## config.mk

```make
export PLATFORM = sky130hd
export DESIGN_NAME = double_to_unsigned_int_flat
export DESIGN_NICKNAME = d
export VERILOG_FILES = /design/src/rtl/double_to_unsigned_int_if.sv /design/src/rtl/double_to_unsigned_int.sv /design/src/flat_wrapper.sv
export SDC_FILE = /design/constraint.sdc
export NUM_CORES = 1
export LEC_CHECK = 0
export CELL_PAD_IN_SITES_DETAIL_PLACEMENT = 2
export CELL_PAD_IN_SITES_GLOBAL_PLACEMENT = 2
export CORE_ASPECT_RATIO = 1.1
export CORE_MARGIN = 3
export CORE_UTILIZATION = 39
export DETAILED_ROUTE_END_ITERATION = 6
export GPL_TIMING_DRIVEN = 0
export HOLD_SLACK_MARGIN = 0.15
export PLACE_DENSITY_LB_ADDON = 0.1
export SYNTH_ARGS = -nofsm -noshare
export SYNTH_HDL_FRONTEND = slang
export SYNTH_SLANG_ARGS = --single-unit
```

## constraint.sdc

```tcl
create_clock -name clk -period 3.9 [get_ports clk]
set_input_delay 0.39 -clock clk [delete_from_list [all_inputs] [get_ports clk]]
set_output_delay 0.39 -clock clk [all_outputs]
set_load 0.01 [all_outputs]
```

## src/rtl/double_to_unsigned_int_if.sv

```systemverilog
// Operand/result bundle for the binary64 -> unsigned integer converter.
// Optional flags signal is present only when DOUBLE_TO_UINT_FLAGS_EN is defined.
interface double_to_unsigned_int_if #(
  parameter int OUT_WIDTH = 64
);
  logic                 in_valid;
  logic [63:0]          a;
  logic                 out_valid;
  logic [OUT_WIDTH-1:0] z;
`ifdef DOUBLE_TO_UINT_FLAGS_EN
  logic [1:0]           flags;

  modport master (output in_valid, output a, input out_valid, input z, input flags);
  modport slave  (input in_valid, input a, output out_valid, output z, output flags);
`else
  modport master (output in_valid, output a, input out_valid, input z);
  modport slave  (input in_valid, input a, output out_valid, output z);
`endif
endinterface

```

## src/rtl/double_to_unsigned_int.sv

```systemverilog
// Three-stage binary64 -> unsigned integer converter (truncate toward zero,
// saturating). Stage 1 unpacks/classifies, stage 2 shifts, stage 3 selects the
// saturated or shifted result and registers it.
// Optional macro DOUBLE_TO_UINT_FLAGS_EN adds the {invalid, inexact} flags.
module double_to_unsigned_int #(
  parameter int OUT_WIDTH = 64
) (
  input logic                     clk,
  input logic                     rst_n,
  double_to_unsigned_int_if.slave bus
);
  localparam logic [1:0]  CLS_ZERO = 2'd0;  // zero or denormal
  localparam logic [1:0]  CLS_NAN  = 2'd1;
  localparam logic [1:0]  CLS_INF  = 2'd2;
  localparam logic [1:0]  CLS_NORM = 2'd3;
  localparam logic [10:0] EXP_MAX  = 11'h7FF;
  localparam logic [10:0] EXP_ONE  = 11'd1023;
  localparam logic [10:0] EXP_SAT  = 11'(1023 + OUT_WIDTH);

  logic [10:0] exp_s;
  assign exp_s = bus.a[62:52];

  // Stage 1 state
  logic        s1_valid_d, s1_valid_q;
  logic        s1_sign_d, s1_sign_q;
  logic [1:0]  s1_cls_d, s1_cls_q;
  logic        s1_neg_d, s1_neg_q;    // unbiased exponent < 0
  logic        s1_big_d, s1_big_q;    // unbiased exponent >= OUT_WIDTH
  logic [52:0] s1_mant_d, s1_mant_q;
  logic [5:0]  s1_shamt_d, s1_shamt_q;
  // Stage 2 state
  logic                 s2_valid_d, s2_valid_q;
  logic                 s2_sign_d, s2_sign_q;
  logic [1:0]           s2_cls_d, s2_cls_q;
  logic                 s2_neg_d, s2_neg_q;
  logic                 s2_big_d, s2_big_q;
  logic [OUT_WIDTH-1:0] s2_int_d, s2_int_q;
  // Stage 3 (output) state
  logic                 out_valid_d, out_valid_q;
  logic [OUT_WIDTH-1:0] z_d, z_q;
`ifdef DOUBLE_TO_UINT_FLAGS_EN
  logic         s1_frac_nz_d, s1_frac_nz_q;
  logic         s2_frac_nz_d, s2_frac_nz_q;
  logic         s2_inexact_d, s2_inexact_q;
  logic [1:0]   flags_d, flags_q;
  logic [116:0] work_s;   // full working value, fraction bits kept for inexact
`else
  logic [116:52] work_s;  // only the integer part of the working value is needed
`endif

  // Stage 1: unpack the operand and classify it.
  // The shift amount is the unbiased exponent modulo 64: (exp - 1023) mod 64 == exp[5:0] + 1.
  always_comb begin
    s1_valid_d = bus.in_valid;
    s1_sign_d  = bus.a[63];
    s1_mant_d  = {1'b1, bus.a[51:0]};
    s1_shamt_d = bus.a[57:52] + 6'd1;
    s1_neg_d   = (exp_s < EXP_ONE);
    s1_big_d   = (exp_s >= EXP_SAT);
    if (exp_s == 11'd0) begin
      s1_cls_d = CLS_ZERO;
    end else if (exp_s == EXP_MAX) begin
      if (bus.a[51:0] != 52'd0) begin
        s1_cls_d = CLS_NAN;
      end else begin
        s1_cls_d = CLS_INF;
      end
    end else begin
      s1_cls_d = CLS_NORM;
    end
`ifdef DOUBLE_TO_UINT_FLAGS_EN
    s1_frac_nz_d = |bus.a[51:0];
`endif
  end

  // Stage 2: single left barrel shift of the 117-bit working value; the binary
  // point sits between bits 52 and 51, so the integer part is work_s[116:52].
  always_comb begin
`ifdef DOUBLE_TO_UINT_FLAGS_EN
    work_s       = {64'd0, s1_mant_q} << s1_shamt_q;
    s2_inexact_d = |work_s[51:0];
    s2_frac_nz_d = s1_frac_nz_q;
`else
    work_s       = 65'(({64'd0, s1_mant_q} << s1_shamt_q) >> 7'd52);
`endif
    s2_valid_d = s1_valid_q;
    s2_sign_d  = s1_sign_q;
    s2_cls_d   = s1_cls_q;
    s2_neg_d   = s1_neg_q;
    s2_int_d   = work_s[52 +: OUT_WIDTH];
    // Any integer bit above OUT_WIDTH on a non-negative exponent is an overflow.
    s2_big_d   = s1_big_q | (~s1_neg_q & (|work_s[116:52+OUT_WIDTH]));
  end

  // Stage 3: saturate/select in priority order; hold z (and flags) when idle.
  always_comb begin
    out_valid_d = s2_valid_q;
    z_d         = z_q;
`ifdef DOUBLE_TO_UINT_FLAGS_EN
    flags_d     = flags_q;
`endif
    if (s2_valid_q) begin
      if (s2_cls_q == CLS_NAN) begin
        z_d = {OUT_WIDTH{1'b0}};
`ifdef DOUBLE_TO_UINT_FLAGS_EN
        flags_d = 2'b10;
`endif
      end else if (s2_sign_q && ((s2_cls_q == CLS_INF) || ((s2_cls_q == CLS_NORM) && !s2_neg_q))) begin
        z_d = {OUT_WIDTH{1'b0}};
`ifdef DOUBLE_TO_UINT_FLAGS_EN
        flags_d = 2'b10;
`endif
      end else if (!s2_sign_q && ((s2_cls_q == CLS_INF) || ((s2_cls_q == CLS_NORM) && s2_big_q))) begin
        z_d = {OUT_WIDTH{1'b1}};
`ifdef DOUBLE_TO_UINT_FLAGS_EN
        flags_d = 2'b10;
`endif
      end else if (s2_cls_q == CLS_ZERO) begin
        z_d = {OUT_WIDTH{1'b0}};
`ifdef DOUBLE_TO_UINT_FLAGS_EN
        flags_d = {1'b0, s2_frac_nz_q};
`endif
      end else if (s2_neg_q) begin
        z_d = {OUT_WIDTH{1'b0}};
`ifdef DOUBLE_TO_UINT_FLAGS_EN
        flags_d = 2'b01;
`endif
      end else begin
        z_d = s2_int_q;
`ifdef DOUBLE_TO_UINT_FLAGS_EN
        flags_d = {1'b0, s2_inexact_q};
`endif
      end
    end else begin
      z_d = z_q;
    end
  end

  // Pipeline registers with synchronous active-low reset clearing every stage.
  always_ff @(posedge clk) begin
    if (!rst_n) begin
      s1_valid_q  <= 1'b0;
      s1_sign_q   <= 1'b0;
      s1_cls_q    <= CLS_ZERO;
      s1_neg_q    <= 1'b0;
      s1_big_q    <= 1'b0;
      s1_mant_q   <= 53'd0;
      s1_shamt_q  <= 6'd0;
      s2_valid_q  <= 1'b0;
      s2_sign_q   <= 1'b0;
      s2_cls_q    <= CLS_ZERO;
      s2_neg_q    <= 1'b0;
      s2_big_q    <= 1'b0;
      s2_int_q    <= {OUT_WIDTH{1'b0}};
      out_valid_q <= 1'b0;
      z_q         <= {OUT_WIDTH{1'b0}};
`ifdef DOUBLE_TO_UINT_FLAGS_EN
      s1_frac_nz_q <= 1'b0;
      s2_frac_nz_q <= 1'b0;
      s2_inexact_q <= 1'b0;
      flags_q      <= 2'b00;
`endif
    end else begin
      s1_valid_q  <= s1_valid_d;
      s1_sign_q   <= s1_sign_d;
      s1_cls_q    <= s1_cls_d;
      s1_neg_q    <= s1_neg_d;
      s1_big_q    <= s1_big_d;
      s1_mant_q   <= s1_mant_d;
      s1_shamt_q  <= s1_shamt_d;
      s2_valid_q  <= s2_valid_d;
      s2_sign_q   <= s2_sign_d;
      s2_cls_q    <= s2_cls_d;
      s2_neg_q    <= s2_neg_d;
      s2_big_q    <= s2_big_d;
      s2_int_q    <= s2_int_d;
      out_valid_q <= out_valid_d;
      z_q         <= z_d;
`ifdef DOUBLE_TO_UINT_FLAGS_EN
      s1_frac_nz_q <= s1_frac_nz_d;
      s2_frac_nz_q <= s2_frac_nz_d;
      s2_inexact_q <= s2_inexact_d;
      flags_q      <= flags_d;
`endif
    end
  end

  assign bus.out_valid = out_valid_q;
  assign bus.z         = z_q;
`ifdef DOUBLE_TO_UINT_FLAGS_EN
  assign bus.flags     = flags_q;
`endif
endmodule

```

## src/flat_wrapper.sv

```systemverilog
// flat-port wrapper written by rule: the top's interface ports become plain ports
module double_to_unsigned_int_flat 
#(
  parameter int OUT_WIDTH = 64
)
  (clk, rst_n, bus_in_valid, bus_a, bus_out_valid, bus_z);
  double_to_unsigned_int_if #(.OUT_WIDTH(OUT_WIDTH)) bus_i ();
  input logic clk;
  input logic rst_n;
  input wire logic [$bits(bus_i.in_valid)-1:0] bus_in_valid;
  input wire logic [$bits(bus_i.a)-1:0] bus_a;
  output wire logic [$bits(bus_i.out_valid)-1:0] bus_out_valid;
  output wire logic [$bits(bus_i.z)-1:0] bus_z;
  assign bus_i.in_valid = bus_in_valid;
  assign bus_i.a = bus_a;
  assign bus_out_valid = bus_i.out_valid;
  assign bus_z = bus_i.z;
  double_to_unsigned_int #(.OUT_WIDTH(OUT_WIDTH)) u_core (.clk(clk), .rst_n(rst_n), .bus(bus_i));
endmodule
```

== After elaboration in Yosys (flattened, before gate mapping) ==
Cells that the tools add are included.

* Register bits after elaboration: 200
* Input port bits: 67
* Output and inout port bits: 65
* Logic and storage cells: 48

* $add $sub $neg: 1
* Magnitude comparators: 2
* Equality and inequality tests: 4
* Shifts and indexed selects: 1
* Mux-type cells: 8
* Bitwise logic cells: 4
* Reductions and logical operators: 12

{| class="wikitable"
|+ Operators by type and width
! operator !! count
|-
| 64-bit two-way mux || 5
|-
| 53-bit by 6-bit left shift with 117-bit output || 1
|-
| 53-bit two-way mux || 1
|-
| 52-bit nonzero test || 1
|-
| 11-bit == test, second input constant || 1
|-
| 11-bit >= comparator, second input constant || 1
|-
| 11-bit zero test || 1
|-
| 11-bit by 10-bit less-than comparator with 1-bit output, second input constant || 1
|-
| 6-bit by 1-bit adder with 6-bit output, second input constant || 1
|-
| 2-bit == test, second input constant || 2
|-
| 1-bit logical AND || 4
|-
| 2-bit two-way mux || 2
|-
| 2-bit by 1-bit == test with 1-bit output, second input constant || 1
|-
| 1-bit zero test || 2
|-
| 2-bit zero test || 1
|-
| 1-bit logical OR || 2
|-
| 1-bit NOT || 2
|-
| 2-bit OR reduction || 1
|-
| 1-bit bitwise AND || 1
|-
| 1-bit bitwise OR || 1
|}

== Longest topological paths before layout ==
* Depth in word-level cells: 7
* Depth in mapped cells: 10
* Mapped depth without buffers: 5

== Least setup slack after synthesis ==
No wires, ideal clock.

* Path type: register to register
* Start: register u_core.s1_shamt_q[3]
* End: register u_core.s2_int_q[4]
* Library setup time: 135 ps
* Arrival: 1862 ps
* Data required time: 3765 ps
* Setup slack: 1903 ps
* Cell stages (with the launch flop): 8
* Path buffers: 2
* Clock period less this slack: 1997 ps
* Path through: dfxtp_1 -> buf_6 -> buf_8 -> mux2_1 -> mux4_2 -> and3_4 -> a311oi_2 -> o22ai_1

* Word-level cells in the longest chain between the ends: 1

{| class="wikitable"
|+ RTL lines
! what !! RTL line !! text
|-
| start, declared || double_to_unsigned_int.sv:30 || <nowiki>logic [5:0] s1_shamt_d, s1_shamt_q;</nowiki>
|-
| start signal, assigned || double_to_unsigned_int.sv:170 || <nowiki>s1_shamt_q <= s1_shamt_d;</nowiki>
|-
| 53-bit by 6-bit left shift with 117-bit output || double_to_unsigned_int.sv:84 || <nowiki>work_s = 65'(({64'd0, s1_mant_q} << s1_shamt_q) >> 7'd52);</nowiki>
|-
| end signal, assigned || double_to_unsigned_int.sv:154 || <nowiki>s2_int_q <= {OUT_WIDTH{1'b0}};</nowiki>
|-
| end signal, assigned || double_to_unsigned_int.sv:176 || <nowiki>s2_int_q <= s2_int_d;</nowiki>
|-
| end, declared || double_to_unsigned_int.sv:37 || <nowiki>logic [OUT_WIDTH-1:0] s2_int_d, s2_int_q;</nowiki>
|}

Every way passes these cells.
A chain may end at the register's enable or synchronous reset.

== Final worst setup path ==
* Start: register u_core.s1_shamt_q[2]
* End: register u_core.s2_int_q[10]

The elaborated chain is that of the path after synthesis.

==> impl_metrics.py <==
metrics = {
    "synth": {
        "yosysSeqAreaShare_pct": 37.5,
        "synth-async-reset-ratio_pct": 0,
        "ys_types": 68,
        "syn_area_um2": 10700,
        "synth_top_area_share_pct": 37.5,
        "synth_edf_count": 0,
        "synth_seq_cells": 200,
        "synthFlopType": "dfxtp_1",
        "synthCells": 1068,
        "synth_largest_area_cell": "dfxtp_1",
        "yosys-top-cells-area": "dfxtp_1 (37%), mux4_2 (15%), mux2i_1 (7.0%)",
        "yosysWarnings": 0,
        "synth_nets": 1137,
        "syn_avg_cell_area_um2": 10.0,
    },
    "sta": {
        "finalWorstSetupSlack_ns": 0.873,
        "finalSetupTns_ns": 0,
        "finClkSkew_ns": 0.0163,
        "post-route-period-util_pct": 77.6,
        "drv_slew": 0,
        "hold_viol_final": 0,
        "max_freq_mhz": 330,
        "min_period_ns": 3.03,
        "worst_slew_pin_slew_ns": 1.03,
        "slew_headroom_pct": 31.2,
        "finalSetupViolations": 0,
        "rsz0062_at_grt": "no",
    },
    "clock_network": {
        "clk_pin_slew_ns": 0.08,
        "cts_inserted_buffers": 17,
        "cts_htree_levels": 4,
        "cts_setup_buffers": 0,
        "hold_buffers": 0,
        "postCtsResizedCells": 0,
        "insertion_delay_ns": 0.46,
        "root_buffer": "clkbuf_16",
        "cts_tree": "yes",
        "clockBufferDepth": 2,
        "cts_sinks": 200,
    },
    "power_and_ir_drop": {
        "p_leak_nw": 4.60,
        "switching_power_w": 0.00170,
        "powerDensity_nw_per_um2": 396,
        "p_seq_share_pct": 42.5,
        "p_comb_share_pct": 22.1,
        "p_int_w": 0.00346,
        "ir_drop_mv": 0.223,
        "swShare_pct": 33.0,
        "power_frac_clock_pct": 35.4,
    },
    "min_path": {
        "hold_class": "flop to flop",
    },
    "layout": {
        "finalInstanceArea_um2": 13000,
        "most-common-layout-cells": "dfxtp_1 (200), clkdlybuf4s50_1 (131), nor2_1 (125), a21oi_1 (79), mux2i_1 (75)",
        "nets": 1287,
        "layout_commonest_cell": "dfxtp_1",
        "drive_above_1_share_pct": 14.7,
        "area_delta_synth_final_pct": 22.1,
        "diodes": 0,
    },
    "worst_setup_path": {
        "startpoint_type": "flop",
        "crit_arrival_ns": 3.34,
        "critPathKind": "flop to flop",
        "worst_ep_required_time_ns": 4.21,
        "crit_path_end_kind": "flop",
        "crit_fanout": 10,
    },
    "floorplanning": {
        "initial_utilization_pct": 40.3,
        "fp-row-count": 62,
        "dieWidth_um": 164,
        "coreArea_um2": 26500,
        "die_h_um": 180,
        "die_area_um2": 29400,
        "ios": 132,
    },
    "routing": {
        "postRouteAntennaNets": 0,
        "vias": 9768,
        "avgViaCountPerCell": 6.17,
        "drt_iter0_drc": 738,
        "wl_per_cell_um": 28.5,
        "routed_wl_mm": 45.1,
        "firstDrtPassIters": 5,
        "drc": 0,
    },
    "global_route": {
        "antenna_found_initial": 0,
        "grt_use_met3_pct": 3.82,
        "busiest_layer": "met2",
        "use_met2_pct": 53.4,
        "grt_pass1_wl_mm": 68.0,
        "grt_start_max_net_pins": 22,
        "grt_pass1_vias": 10528,
        "grt-ovfl-total": 0,
        "grt_util_all_layers_pct": 30.5,
        "met1_usage_pct": 36.8,
    },
    "run_status": {
        "outcome": "finished clean",
    },
    "placement": {
        "dp_worst_setup_slack_ns": 0.656,
        "dpl.hpwl_mm": 35.2,
        "post_dp_cell_area_um2": 12400,
        "io_buffers": 131,
        "place_congestion": 0.953,
    },
    "run": {
        "cap_violations": 0,
    },
}
## flip-flops by register name, summed over array words and instances, names as in the netlist
name,cells
u_core.bus.out_valid,1
u_core.bus.z,64
u_core.out_valid_d,1
u_core.s1_big_q,1
u_core.s1_cls_q,2
u_core.s1_mant_q,53
u_core.s1_neg_q,1
u_core.s1_shamt_q,6
u_core.s1_sign_q,1
u_core.s1_valid_q,1
u_core.s2_big_q,1
u_core.s2_cls_q,2
u_core.s2_int_q,64
u_core.s2_neg_q,1
u_core.s2_sign_q,1
## critical path, cell delays in order, from the launching register on
cell and delay, ns:
dfxtp_1 0.31, buf_2 0.30, buf_2 0.39, inv_1 0.26
buf_1 0.38, and3_1 0.29, a31oi_1 0.52, a2bb2oi_1 0.30
nand3_1 0.12
## cell usage after synthesis, types with 4 or more instances
library cell  count
dfxtp_1         200
nor2_1          125
a21oi_1          79
mux2i_1          75
mux4_2           71
a2bb2oi_1        69
and2_1           67
nand2_1          61
clkbuf_1         57
mux2_2           32
buf_2            24
nand3_1          19
nor4_1           17
o21ai_0          15
o221ai_1         11
o211ai_1          9
a22oi_1           8
inv_1             8
a211oi_1          7
buf_6             7
o22ai_1           7
a31oi_1           6
and3_1            5
nand4_1           5
nor3_1            5
buf_1             4
buf_4             4
nor2b_1           4
o21a_1            4
o21ai_1           4
## cell type report
type	instances	area (um2)
Buffer	99	508
Clock buffer	17	425
Clock inverter	14	180
Fill cell	2804	13500
Inverter	9	33.8
Multi-Input combinational cell	760	6130
Sequential cell	200	4000
Tap cell	352	440
Timing Repair Buffer	131	1310
## per-layer routing
| metal | part of all wire (%) | vias to the layer above | wire (um) |
|---|---|---|---|
| li1 | - | 4279 | - |
| met1 | 40 | 4900 | 18200 |
| met2 | 50 | 467 | 22700 |
| met3 | 4.7 | 122 | 2130 |
| met4 | 4.7 | 0 | 2110 |
| met5 | 0 | - | 0 |
## power by group through the flow
stage / Sequential (W) / Combinational [W] / Clock (W)
after floorplan: 0.00221 / 0.000684 / 0
after global placement: 0.00223 / 0.00107 / 0
after detailed placement: 0.00224 / 0.00110 / 0
after CTS: 0.00219 / 0.00112 / 0.00186
after global routing: 0.00220 / 0.00120 / 0.00195
final: 0.00219 / 0.00114 / 0.00183
## per-stage QoR
step / instances / utilization (%) / power [W] / hold WS (ns)
finish: 1582 / 49.1 / 0.00516 / 0.437
detailed placement: 1551 / 46.9 / 0.00334 / 0.427
CTS: 1582 / 49.1 / 0.00517 / 0.443
global route: 1582 / 49.1 / 0.00534 / 0.461
global placement: 1551 / 46.9 / 0.00330 / 0.414
floorplan: 1068 / - / 0.00289 / 0.412
## path summary, 6_finish.rpt
| path | slack, ns | to | start | depth (start not counted) |
|---|---|---|---|---|
| worst min-delay path | 0.44 | u_core.s2_cls_q[1] | u_core.s1_cls_q[1] | 1 |
| worst max-delay path | 0.87 | u_core.s2_int_q[10] | u_core.s1_shamt_q[2] | 8 |
| worst min register to register | 0.44 | u_core.s2_cls_q[1] | u_core.s1_cls_q[1] | 1 |
| worst max register to register | 0.87 | u_core.s2_int_q[10] | u_core.s1_shamt_q[2] | 8 |
## kinds of logic after synthesis
logic type	synth area share, %
compound gates	16.7
buf+inv	5.07
xor+xnor	0.328
flops	37.5
fa+ha+maj	0.234
simple gates	14.3
mux	25.9
Note: power is estimated with default switching activity, not from simulation.
